`config.mk`:
```
export PLATFORM = sky130hd
export DESIGN_NAME = matrix_host_driver
export DESIGN_NICKNAME = d
export VERILOG_FILES = /design/src/rtl/matrix_host_driver.sv
export SDC_FILE = /design/constraint.sdc
export NUM_CORES = 2
export LEC_CHECK = 0
export CORE_MARGIN = 2
export CORE_UTILIZATION = 50
export CTS_CLUSTER_DIAMETER = 200
export DETAILED_ROUTE_END_ITERATION = 16
export GPL_ROUTABILITY_DRIVEN = 0
export PLACE_DENSITY = 0.63
export SLEW_MARGIN = 20
export SYNTH_ARGS = -nofsm -noshare
export SYNTH_HDL_FRONTEND = slang
export SYNTH_SLANG_ARGS = --single-unit
```
`constraint.sdc`:
```
create_clock -name clk -period 3.8 [get_ports clk]
set_clock_uncertainty 0.2 [all_clocks]
set_input_delay 0.76 -clock clk [delete_from_list [all_inputs] [get_ports clk]]
set_output_delay 0.76 -clock clk [all_outputs]
set_load 0.01 [all_outputs]
```
`src/rtl/matrix_host_driver.sv`:
```
// Host-side sequencer for a streaming matrix multiplier.
// It loads A then B from upstream, streams them to the multiplier, captures the
// M*M result stream and hands it downstream with a valid/ready handshake.
module matrix_host_driver #(
  parameter int unsigned DW      = 8,
  parameter int unsigned M       = 8,
  parameter int unsigned N       = 8,
  parameter int unsigned TIMEOUT = 4096
) (
  input  logic          clk,
  input  logic          reset,
  input  logic [DW-1:0] in_data,
  input  logic          in_valid,
  output logic          in_ready,
  output logic          mm_start,
  output logic [DW-1:0] mm_data_in,
  input  logic [DW-1:0] mm_data_out,
  input  logic          mm_done,
  output logic [DW-1:0] out_data,
  output logic          out_valid,
  input  logic          out_ready,
  output logic          busy,
  output logic          err
);

  localparam int unsigned DEPTH = 2 * M * N;
  localparam int unsigned RES_N = M * M;
  localparam int unsigned CMAX  = (DEPTH > RES_N) ? DEPTH : RES_N;
  localparam int unsigned CW    = $clog2(CMAX + 1);
  localparam int unsigned TW    = $clog2(TIMEOUT + 1);
  localparam int unsigned AW    = $clog2(DEPTH);
  localparam int unsigned RW    = (RES_N > 1) ? $clog2(RES_N) : 1;

  localparam logic [2:0] S_IDLE    = 3'd0;
  localparam logic [2:0] S_LOAD    = 3'd1;
  localparam logic [2:0] S_START   = 3'd2;
  localparam logic [2:0] S_STREAM  = 3'd3;
  localparam logic [2:0] S_WAIT    = 3'd4;
  localparam logic [2:0] S_COLLECT = 3'd5;
  localparam logic [2:0] S_UNLOAD  = 3'd6;
  localparam logic [2:0] S_ERR     = 3'd7;

  logic [2:0]    state_q, state_d;
  logic [CW-1:0] cnt_q, cnt_d;
  logic [TW-1:0] tcnt_q, tcnt_d;

  logic          in_ready_q, in_ready_d;
  logic          mm_start_q, mm_start_d;
  logic [DW-1:0] mm_data_in_q, mm_data_in_d;
  logic [DW-1:0] out_data_q, out_data_d;
  logic          out_valid_q, out_valid_d;
  logic          busy_q, busy_d;
  logic          err_q, err_d;

  logic [DW-1:0] op_mem  [DEPTH];
  logic [DW-1:0] res_mem [RES_N];

  logic          op_we_c;
  logic [AW-1:0] op_wa_c;
  logic          res_we_c;
  logic [RW-1:0] res_wa_c;

  // Next state, counters, storage write strobes and the registered outputs' next values
  always_comb begin
    state_d  = state_q;
    cnt_d    = cnt_q;
    tcnt_d   = tcnt_q;
    op_we_c  = 1'b0;
    op_wa_c  = '0;
    res_we_c = 1'b0;
    res_wa_c = '0;

    case (state_q)
      S_IDLE: begin
        if (in_valid) begin
          op_we_c = 1'b1;
          op_wa_c = '0;
          cnt_d   = CW'(1);
          state_d = S_LOAD;
        end
      end
      S_LOAD: begin
        if (in_valid) begin
          op_we_c = 1'b1;
          op_wa_c = AW'(cnt_q);
          if (cnt_q == CW'(DEPTH - 1)) begin
            cnt_d   = '0;
            state_d = S_START;
          end else begin
            cnt_d = cnt_q + CW'(1);
          end
        end
      end
      S_START: begin
        cnt_d   = '0;
        state_d = S_STREAM;
      end
      S_STREAM: begin
        if (cnt_q == CW'(DEPTH - 1)) begin
          cnt_d   = '0;
          tcnt_d  = '0;
          state_d = S_WAIT;
        end else begin
          cnt_d = cnt_q + CW'(1);
        end
      end
      S_WAIT: begin
        if (mm_done) begin
          res_we_c = 1'b1;
          res_wa_c = '0;
          tcnt_d   = '0;
          if (RES_N == 1) begin
            cnt_d   = '0;
            state_d = S_UNLOAD;
          end else begin
            cnt_d   = CW'(1);
            state_d = S_COLLECT;
          end
        end else if (tcnt_q == TW'(TIMEOUT - 1)) begin
          tcnt_d  = TW'(TIMEOUT);
          state_d = S_ERR;
        end else begin
          tcnt_d = tcnt_q + TW'(1);
        end
      end
      S_COLLECT: begin
        res_we_c = 1'b1;
        res_wa_c = RW'(cnt_q);
        if (cnt_q == CW'(RES_N - 1)) begin
          cnt_d   = '0;
          state_d = S_UNLOAD;
        end else begin
          cnt_d = cnt_q + CW'(1);
        end
      end
      S_UNLOAD: begin
        if (out_ready) begin
          if (cnt_q == CW'(RES_N - 1)) begin
            cnt_d   = '0;
            state_d = S_IDLE;
          end else begin
            cnt_d = cnt_q + CW'(1);
          end
        end
      end
      S_ERR: begin
        state_d = S_ERR;
      end
      default: begin
        state_d = S_IDLE;
        cnt_d   = '0;
        tcnt_d  = '0;
      end
    endcase

    // Outputs are a registered image of the next state
    in_ready_d  = (state_d == S_IDLE) || (state_d == S_LOAD);
    mm_start_d  = (state_d == S_START);
    busy_d      = (state_d != S_IDLE);
    err_d       = (state_d == S_ERR);
    out_valid_d = (state_d == S_UNLOAD);

    mm_data_in_d = '0;
    if (state_d == S_STREAM) begin
      mm_data_in_d = op_mem[AW'(cnt_d)];
    end

    // Bypass covers the result element being written on the same edge
    out_data_d = '0;
    if (state_d == S_UNLOAD) begin
      if (res_we_c && (res_wa_c == RW'(cnt_d))) begin
        out_data_d = mm_data_out;
      end else begin
        out_data_d = res_mem[RW'(cnt_d)];
      end
    end
  end

  // State, counters and registered outputs with asynchronous active-low reset
  always_ff @(posedge clk or negedge reset) begin
    if (!reset) begin
      state_q      <= S_IDLE;
      cnt_q        <= '0;
      tcnt_q       <= '0;
      in_ready_q   <= 1'b1;
      mm_start_q   <= 1'b0;
      mm_data_in_q <= '0;
      out_data_q   <= '0;
      out_valid_q  <= 1'b0;
      busy_q       <= 1'b0;
      err_q        <= 1'b0;
    end else begin
      state_q      <= state_d;
      cnt_q        <= cnt_d;
      tcnt_q       <= tcnt_d;
      in_ready_q   <= in_ready_d;
      mm_start_q   <= mm_start_d;
      mm_data_in_q <= mm_data_in_d;
      out_data_q   <= out_data_d;
      out_valid_q  <= out_valid_d;
      busy_q       <= busy_d;
      err_q        <= err_d;
    end
  end

  // Operand and result storage; contents survive reset
  always_ff @(posedge clk) begin
    if (op_we_c) begin
      op_mem[op_wa_c] <= in_data;
    end
    if (res_we_c) begin
      res_mem[res_wa_c] <= mm_data_out;
    end
  end

  assign in_ready   = in_ready_q;
  assign mm_start   = mm_start_q;
  assign mm_data_in = mm_data_in_q;
  assign out_data   = out_data_q;
  assign out_valid  = out_valid_q;
  assign busy       = busy_q;
  assign err        = err_q;

endmodule

```
; Yosys cells after proc, flatten, opt, wreduce, memory -nomap -nowiden
; Memory sizes are Yosys's and may differ from the RTL's.
; Index checks and enable logic that the tools add are counted.
[word_totals]
out_inout_bits = 21
ff_bits = 45
wordCells = 81
in_bits = 21
ram_bits = 1536
memories = 2
[op_classes]
addsub = 2
mux = 35
n_reduce_logical = 10
eq_ne = 21
[mem_list]
columns = memory, words, word_bits, read_ports, rd_clocked_by_memory_dff, write_ports, line_no
row1 = op_mem, 128, 8, 1, 0, 1, 55  ; logic [DW-1:0] op_mem [DEPTH];
row2 = res_mem, 64, 8, 1, 0, 1, 56  ; logic [DW-1:0] res_mem [RES_N];
[op_table]
columns = cell, count
row1 = $mux 8, 9
row2 = $pmux 8 s7, 1
row3 = $mux 13, 3
row4 = $mux 3, 9
row5 = $pmux 13 s2, 1
row6 = $pmux 3 s8, 1
row7 = $eq 3x3->1 const B, 6
row8 = $mux 7, 2
row9 = $add 13x1->13 const B, 1
row10 = $eq 13x12->1 const B, 1
row11 = $eq 3x2->1 const B, 4
row12 = $ne 2x2->1 const B, 5
row13 = $add 8x1->8 const B, 1
row14 = $eq 8x6->1 const B, 1
row15 = $eq 8x7->1 const B, 1
row16 = $mux 1, 7
row17 = $reduce_bool 7->1, 1
row18 = $eq 3x1->1 const B, 2
row19 = $eq 6x6->1, 1
row20 = $logic_not 3->1, 2
row21 = $mux 6, 1
row22 = $reduce_and 5->1, 1
row23 = $reduce_bool 3->1, 1
row24 = $pmux 1 s2, 1
row25 = 5 further kinds, 5

; Longest topological paths before layout
[depth]
depth_word = 8
mapped_depth = 16
depth_no_buf = 11

; Worst setup path after synthesis
; Ideal clock, no wire load.
[synth_timing]
path_kind = input port to flip-flop
start = in in_valid
end = reg mm_data_in_q[4], in the netlist mm_data_in[4]
setup_slack_ps = 333
stages = 14
required_ps = 3478
setup_ps = 122
t_arrival_ps = 3146
path_buffers = 4
path_cell_list = or3_1 > o21ai_2 > a221oi_4 > and2_1 > buf_4 > inv_4 > buf_6 > buf_6 > buf_2 > mux2i_1 > o32ai_1 > nor4_1 > o2111ai_1 > a32o_1
[synth_between]
elab_chain_len = 4
elab_cells_between_ends = 9
classes_between = eq/ne (1) / mux (7) / memory (1)
[synth_lines]
columns = item, line_no
row1 = from (decl), 13  ; input logic in_valid,
row2 = $mux 8 (tied with other cells), 83  ; if (in_valid) begin
row3 = $pmux 8 s7 / $pmux 3 s8 (equally long branches), 73  ; case (state_q)
row4 = $mem_v2 128x8 / $eq 3x2->1 (equally long branches), --
row5 = $mux 8 *, 164  ; if (state_d == S_STREAM) begin
row6 = net mm_data_in_d[4], 49  ; logic [DW-1:0] mm_data_in_q, mm_data_in_d;
row7 = to (signal assigned), 198  ; mm_data_in_q <= mm_data_in_d;
row8 = to (decl), 49
; Mark *: on every way through the listed nets, which the timed path passes. The rest lies on a longest branch. The select of a mux whose other input is x is not followed.
; A chain may end at the register's enable or synchronous reset.

; Worst setup path in the final report
[layout_timing]
start = reg cnt_q[0]
end = reg mm_data_in_q[7], in the netlist mm_data_in[7]
[layout_between]
elab_chain_len = 6
elab_cells_between_ends = 20
classes_between = add/sub (1) / eq/ne (3) / mux (15) / memory (1)
[layout_lines]
columns = item, line_no
row1 = from (decl), 44  ; logic [CW-1:0] cnt_q, cnt_d;
row2 = from (signal assigned), 194  ; cnt_q <= cnt_d;
row3 = $add 8x1->8 (tied with other cells), --
row4 = $mux 8 (tied with other cells), "129, 138"
row5 = $mux 8 (tied with other cells), 137  ; if (out_ready) begin
row6 = $pmux 8 s7 / $pmux 3 s8 (equally long branches), 73
row7 = $mem_v2 128x8 / $eq 3x2->1 (equally long branches), --
row8 = $mux 8 *, 164
row9 = net mm_data_in_d[7], 49
; Marked as above.

==> results.md <==
* # setup viols final at 0
* Power per Cell Area at 828 nW/um2
* Average vias per placed instance at slightly above 6
* Net switching component of the power at 0.0238 W
* Combinational family with the most area after synthesis: simple AND/OR/NAND/NOR gates
* Drt wl/cell at between 20 and 30 um
* Post-synthesis xor/xnor area fraction at less than 1%
* Maximum number of pins on one net before global-route repair at between 100 and 150
* Remaining global-route overflow at 0
* Layout net count at roughly 5000
* Final-layout worst hold slack at 0.213 ns
* Synth top area cells: sky130_fd_sc_hd__edfxtp_1, sky130_fd_sc_hd__nand2_1, sky130_fd_sc_hd__mux2i_1
* Simple logic cell fraction of the synthesized area at a little under an eighth
* Leakage power total at 26.4 nW
* Cell with the most instances after synthesis: sky130_fd_sc_hd__edfxtp_1
* Post-route design area at around 76000 um2
* Portion of synthesized cell area occupied by the leading cell type at 72.9%
* Adder and majority cell fraction of the synthesized area at less than 1%
* Core footprint at 126000 um2
* Max-slew violation count at 0
* Htree depth at 4
* Detail Placement HPWL at around 110000 um
* Final Critical Period at roughly 3.7 ns
* Most frequently used flop master after synthesis: sky130_fd_sc_hd__edfxtp_1
* Top cells by count, synth: sky130_fd_sc_hd__edfxtp_1, sky130_fd_sc_hd__nand2_1, sky130_fd_sc_hd__nor2_1
* Run status: completed
* Number of storage elements in the synthesis netlist at roughly 1600
* CTS tree: yes
* Highest fanout seen on the critical path at 38
* Net count after synthesis at roughly 4400
* Wire length after detailed routing at 176000 um
* DRC marker count from the first detailed-route iteration at approximately 4800
* Share of power burned in combinational logic at between 40% and 50%
* Register-to-register path setup slack at around 0.066 ns
* Full die area at ~130000 um2
* Overall power at 0.0629 W
* Part of the total power dissipated in sequential elements at about 31%
* Post-synthesis to final-layout area growth at 19.9%
* Clock Pin Slew Worst Setup and Hold Paths at roughly 0.06 ns
* Root Driver: sky130_fd_sc_hd__clkbuf_16
* Layout cell share with drive strength beyond 1 at about a fifth
* Number of cells produced by synthesis at about 4400
* Sequential area share after synthesis at 74.6%
* Count of flip-flops with a built-in enable after synthesis at around 1500
* Fillers at approximately 9500
* Count of distinct cell types in the synthesized netlist at between 80 and 90
* Initial Utilization at approximately 50%
* # clock sinks at 1581
* Residual antenna-violating net count after detailed routing at 0
* Crit Path Class: flop to flop
* Share of async-settable or async-resettable flops after synthesis at about 2.8%
* Drt drc at 0
* Hold WC Path Type: input pin to flop
* Post-detailed-placement cell area at 70300 um2
* Setup repair after global routing missed its margin: yes
* First-pass iteration count of the detailed router at 6
* Synth Cell Area at between 60000 and 70000 um2
* Count of buffers inserted at the top-level ports at around 40
* Int Pwr at ~0.04 W
* Number of buffers added by the clock tree synthesis step at about 160
* Initial antenna violation count at 1
* Transition at the pin with the smallest max-transition slack at roughly 1.0 ns
* Overall global routing resource usage at 26.9%
* Final TNS setup at 0 ns
* Vias in the first global route at between 40000 and 50000
* Global-route wire length before repair at approximately 260000 um
* Die outline height at roughly 360 um
* Clock Tree Buf Depth at 3
* Crit start category: flop
* Total count of hold-check failures in the final report at 0
* Clk network pwr share at approximately a quarter
* Cell accounting for the most synthesized area: sky130_fd_sc_hd__edfxtp_1
* Arrival time of data at the critical path endpoint at approximately 4.2 ns
* Non-filler instance count after layout at roughly 6800
* Switching portion of total power at a little under two fifths
* Ys Warns at 0
* Synthesized-area fraction occupied by ao, oa, aoi and oai cells at 7.90%
* Final worst-path cycle share at between 90% and 100%
* Max-cap check violation count at 0
* Critical Path End Type: flop
* Worst endpoint required time at around 4.3 ns
* Multiplexer share of the synthesized area at approximately 2.9%
* Worst skew pair latency at 0.79 ns
* Die extent in x at around 360 um
* Cell count after placement at 6442
* Total via count in the routed design at about 41000
* Maximum ir drop on the vdd rail at 0.626 mV
* Io pins at 42
* Slew margin rel. at between 30% and 40%
* Highest clock frequency the design can meet at between 200 and 300 MHz
* Row cnt at 130
* Mean instance size in the synthesized netlist at about 14 um2
==> final timing paths <==
kind,start,endpoint,cells after the start
hold / removal,in_data[0],op_mem[8][0]$_DFFE_PP_,1
hold reg to reg,tcnt_q[12]$_DFFE_PN0P_,tcnt_q[12]$_DFFE_PN0P_,1
setup / recovery,cnt_q[0]$_DFF_PN0_,mm_data_in[7]$_DFF_PN0_,14
setup reg to reg,cnt_q[0]$_DFF_PN0_,mm_data_in[7]$_DFF_PN0_,14
max in group asynchronous,reset,out_data[6]$_DFF_PN0_,3
min in group asynchronous,reset,tcnt_q[5]$_DFFE_PN0P_,2
==> stage by stage <==
step	setup WS [ns]	utilization [%]
global route	-0.0303	60.5
floorplan	0.333	-
CTS	0.0186	60.1
global placement	-0.979	56.0
detailed placement	-0.970	56.0
finish	0.0662	60.5
==> cell families (layout without fill, tap and decap cells) <==
kind of cell | after synthesis | in the layout
multiplexers | 182 | 182
buffers and inverters | 322 | 1022
XOR/XNOR | 9 | 9
adder cells (fa/ha/maj) | 2 | 2
other | 0 | 2
AO/OA/AOI/OAI | 631 | 631
AND/OR/NAND/NOR | 1675 | 1675
flip-flops | 1581 | 1581
==> cell usage in the layout (no fill, tap or decap), types with 6 or more instances in the layout <==
cell type and n:
sky130_fd_sc_hd__nand3_1 170, sky130_fd_sc_hd__nand2_1 836, sky130_fd_sc_hd__a211oi_2 9, sky130_fd_sc_hd__clkdlybuf4s50_1 24
sky130_fd_sc_hd__nor4_1 14, sky130_fd_sc_hd__o2111ai_1 7, sky130_fd_sc_hd__dfrtp_1 42, sky130_fd_sc_hd__o21ai_0 12
sky130_fd_sc_hd__or4_1 15, sky130_fd_sc_hd__buf_2 6, sky130_fd_sc_hd__a31oi_1 26, sky130_fd_sc_hd__o22ai_1 21
sky130_fd_sc_hd__nor2_1 232, sky130_fd_sc_hd__a32o_1 7, sky130_fd_sc_hd__nor4_2 7, sky130_fd_sc_hd__a311oi_1 131
sky130_fd_sc_hd__a21oi_1 38, sky130_fd_sc_hd__o32ai_1 18, sky130_fd_sc_hd__and2_1 7, sky130_fd_sc_hd__and3_1 190
sky130_fd_sc_hd__buf_4 592, sky130_fd_sc_hd__a211oi_1 183, sky130_fd_sc_hd__clkbuf_8 6, sky130_fd_sc_hd__clkinv_8 6
sky130_fd_sc_hd__nor3_1 76, sky130_fd_sc_hd__nand4_1 85, sky130_fd_sc_hd__a311oi_2 6, sky130_fd_sc_hd__mux2i_1 181
sky130_fd_sc_hd__bufinv_16 9, sky130_fd_sc_hd__a22oi_1 7, sky130_fd_sc_hd__buf_6 11, sky130_fd_sc_hd__clkbuf_1 35
sky130_fd_sc_hd__edfxtp_1 1536, sky130_fd_sc_hd__clkinv_1 35, sky130_fd_sc_hd__clkbuf_16 168, sky130_fd_sc_hd__clkinv_2 26
sky130_fd_sc_hd__buf_12 83, sky130_fd_sc_hd__a32oi_1 106
==> power groups by stage <==
stage,logic [W],clock network (W),registers (W)
3_3_place_gp,0.0267,0,0.0198
5_1_grt,0.0298,0.0160,0.0195
6_report,0.0282,0.0152,0.0195
2_1_floorplan,0.0142,0,0.0198
4_1_cts,0.0271,0.0154,0.0195
3_5_place_dp,0.0268,0,0.0198
==> worst max-delay path: stages, from the launching register on <==
cell	delay (ns)
sky130_fd_sc_hd__dfrtp_1	0.40
sky130_fd_sc_hd__ha_2	0.22
sky130_fd_sc_hd__and3_1	0.25
sky130_fd_sc_hd__a211oi_4	0.29
sky130_fd_sc_hd__a221oi_4	0.05
sky130_fd_sc_hd__and2_4	0.22
sky130_fd_sc_hd__inv_16	0.15
sky130_fd_sc_hd__buf_12	0.28
sky130_fd_sc_hd__buf_4	0.18
sky130_fd_sc_hd__mux2i_1	0.17
sky130_fd_sc_hd__o22ai_1	0.11
sky130_fd_sc_hd__a31oi_1	0.30
sky130_fd_sc_hd__o2111ai_1	0.24
sky130_fd_sc_hd__buf_4	0.23
sky130_fd_sc_hd__a32o_1	0.25
==> final cells by class <==
class / count / area [um2] / area share [%]
Clock inverter: 82 / 697 / 0.918
Multi-Input combinational cell: 2499 / 14800 / 19.5
Timing Repair Buffer: 725 / 6700 / 8.82
Tap cell: 1650 / 2060 / 2.72
Timing Repair inverter: 1 / 11.3 / 0.0148
Clock buffer: 205 / 4330 / 5.70
Antenna cell: 2 / 5.00 / 0.00659
Inverter: 9 / 66.3 / 0.0873
Sequential cell: 1581 / 47300 / 62.2
==> sequential cells by signal (all words and copies together) (netlist names) <==
name,flops
mm_data_in,8
out_data,8
op_mem,1024
busy,1
mm_start,1
out_valid,1
in_ready,1
cnt_q,8
state_q,3
res_mem,512
err,1
tcnt_q,13
==> what timing repair did <==
item,4_1_cts,5_1_grt
endpoints found under the setup margin,9,16
endpoints found under the hold margin,31,0
hold buffers,1,0
cloned,0,4
pin swaps,3,12
gates resized for setup,17,57
buffers inserted,3,15
==> routing by layer <==
metal | up-vias | track usage, % | routed length, um
met5 | - | 0 | 0
met4 | 0 | 11.2 | 7330
met3 | 375 | 3.73 | 12300
met2 | 1882 | 44.3 | 85800
met1 | 20760 | 36.2 | 71100
li1 | 18254 | - | -
Note: power is estimated with default switching activity, not from simulation.
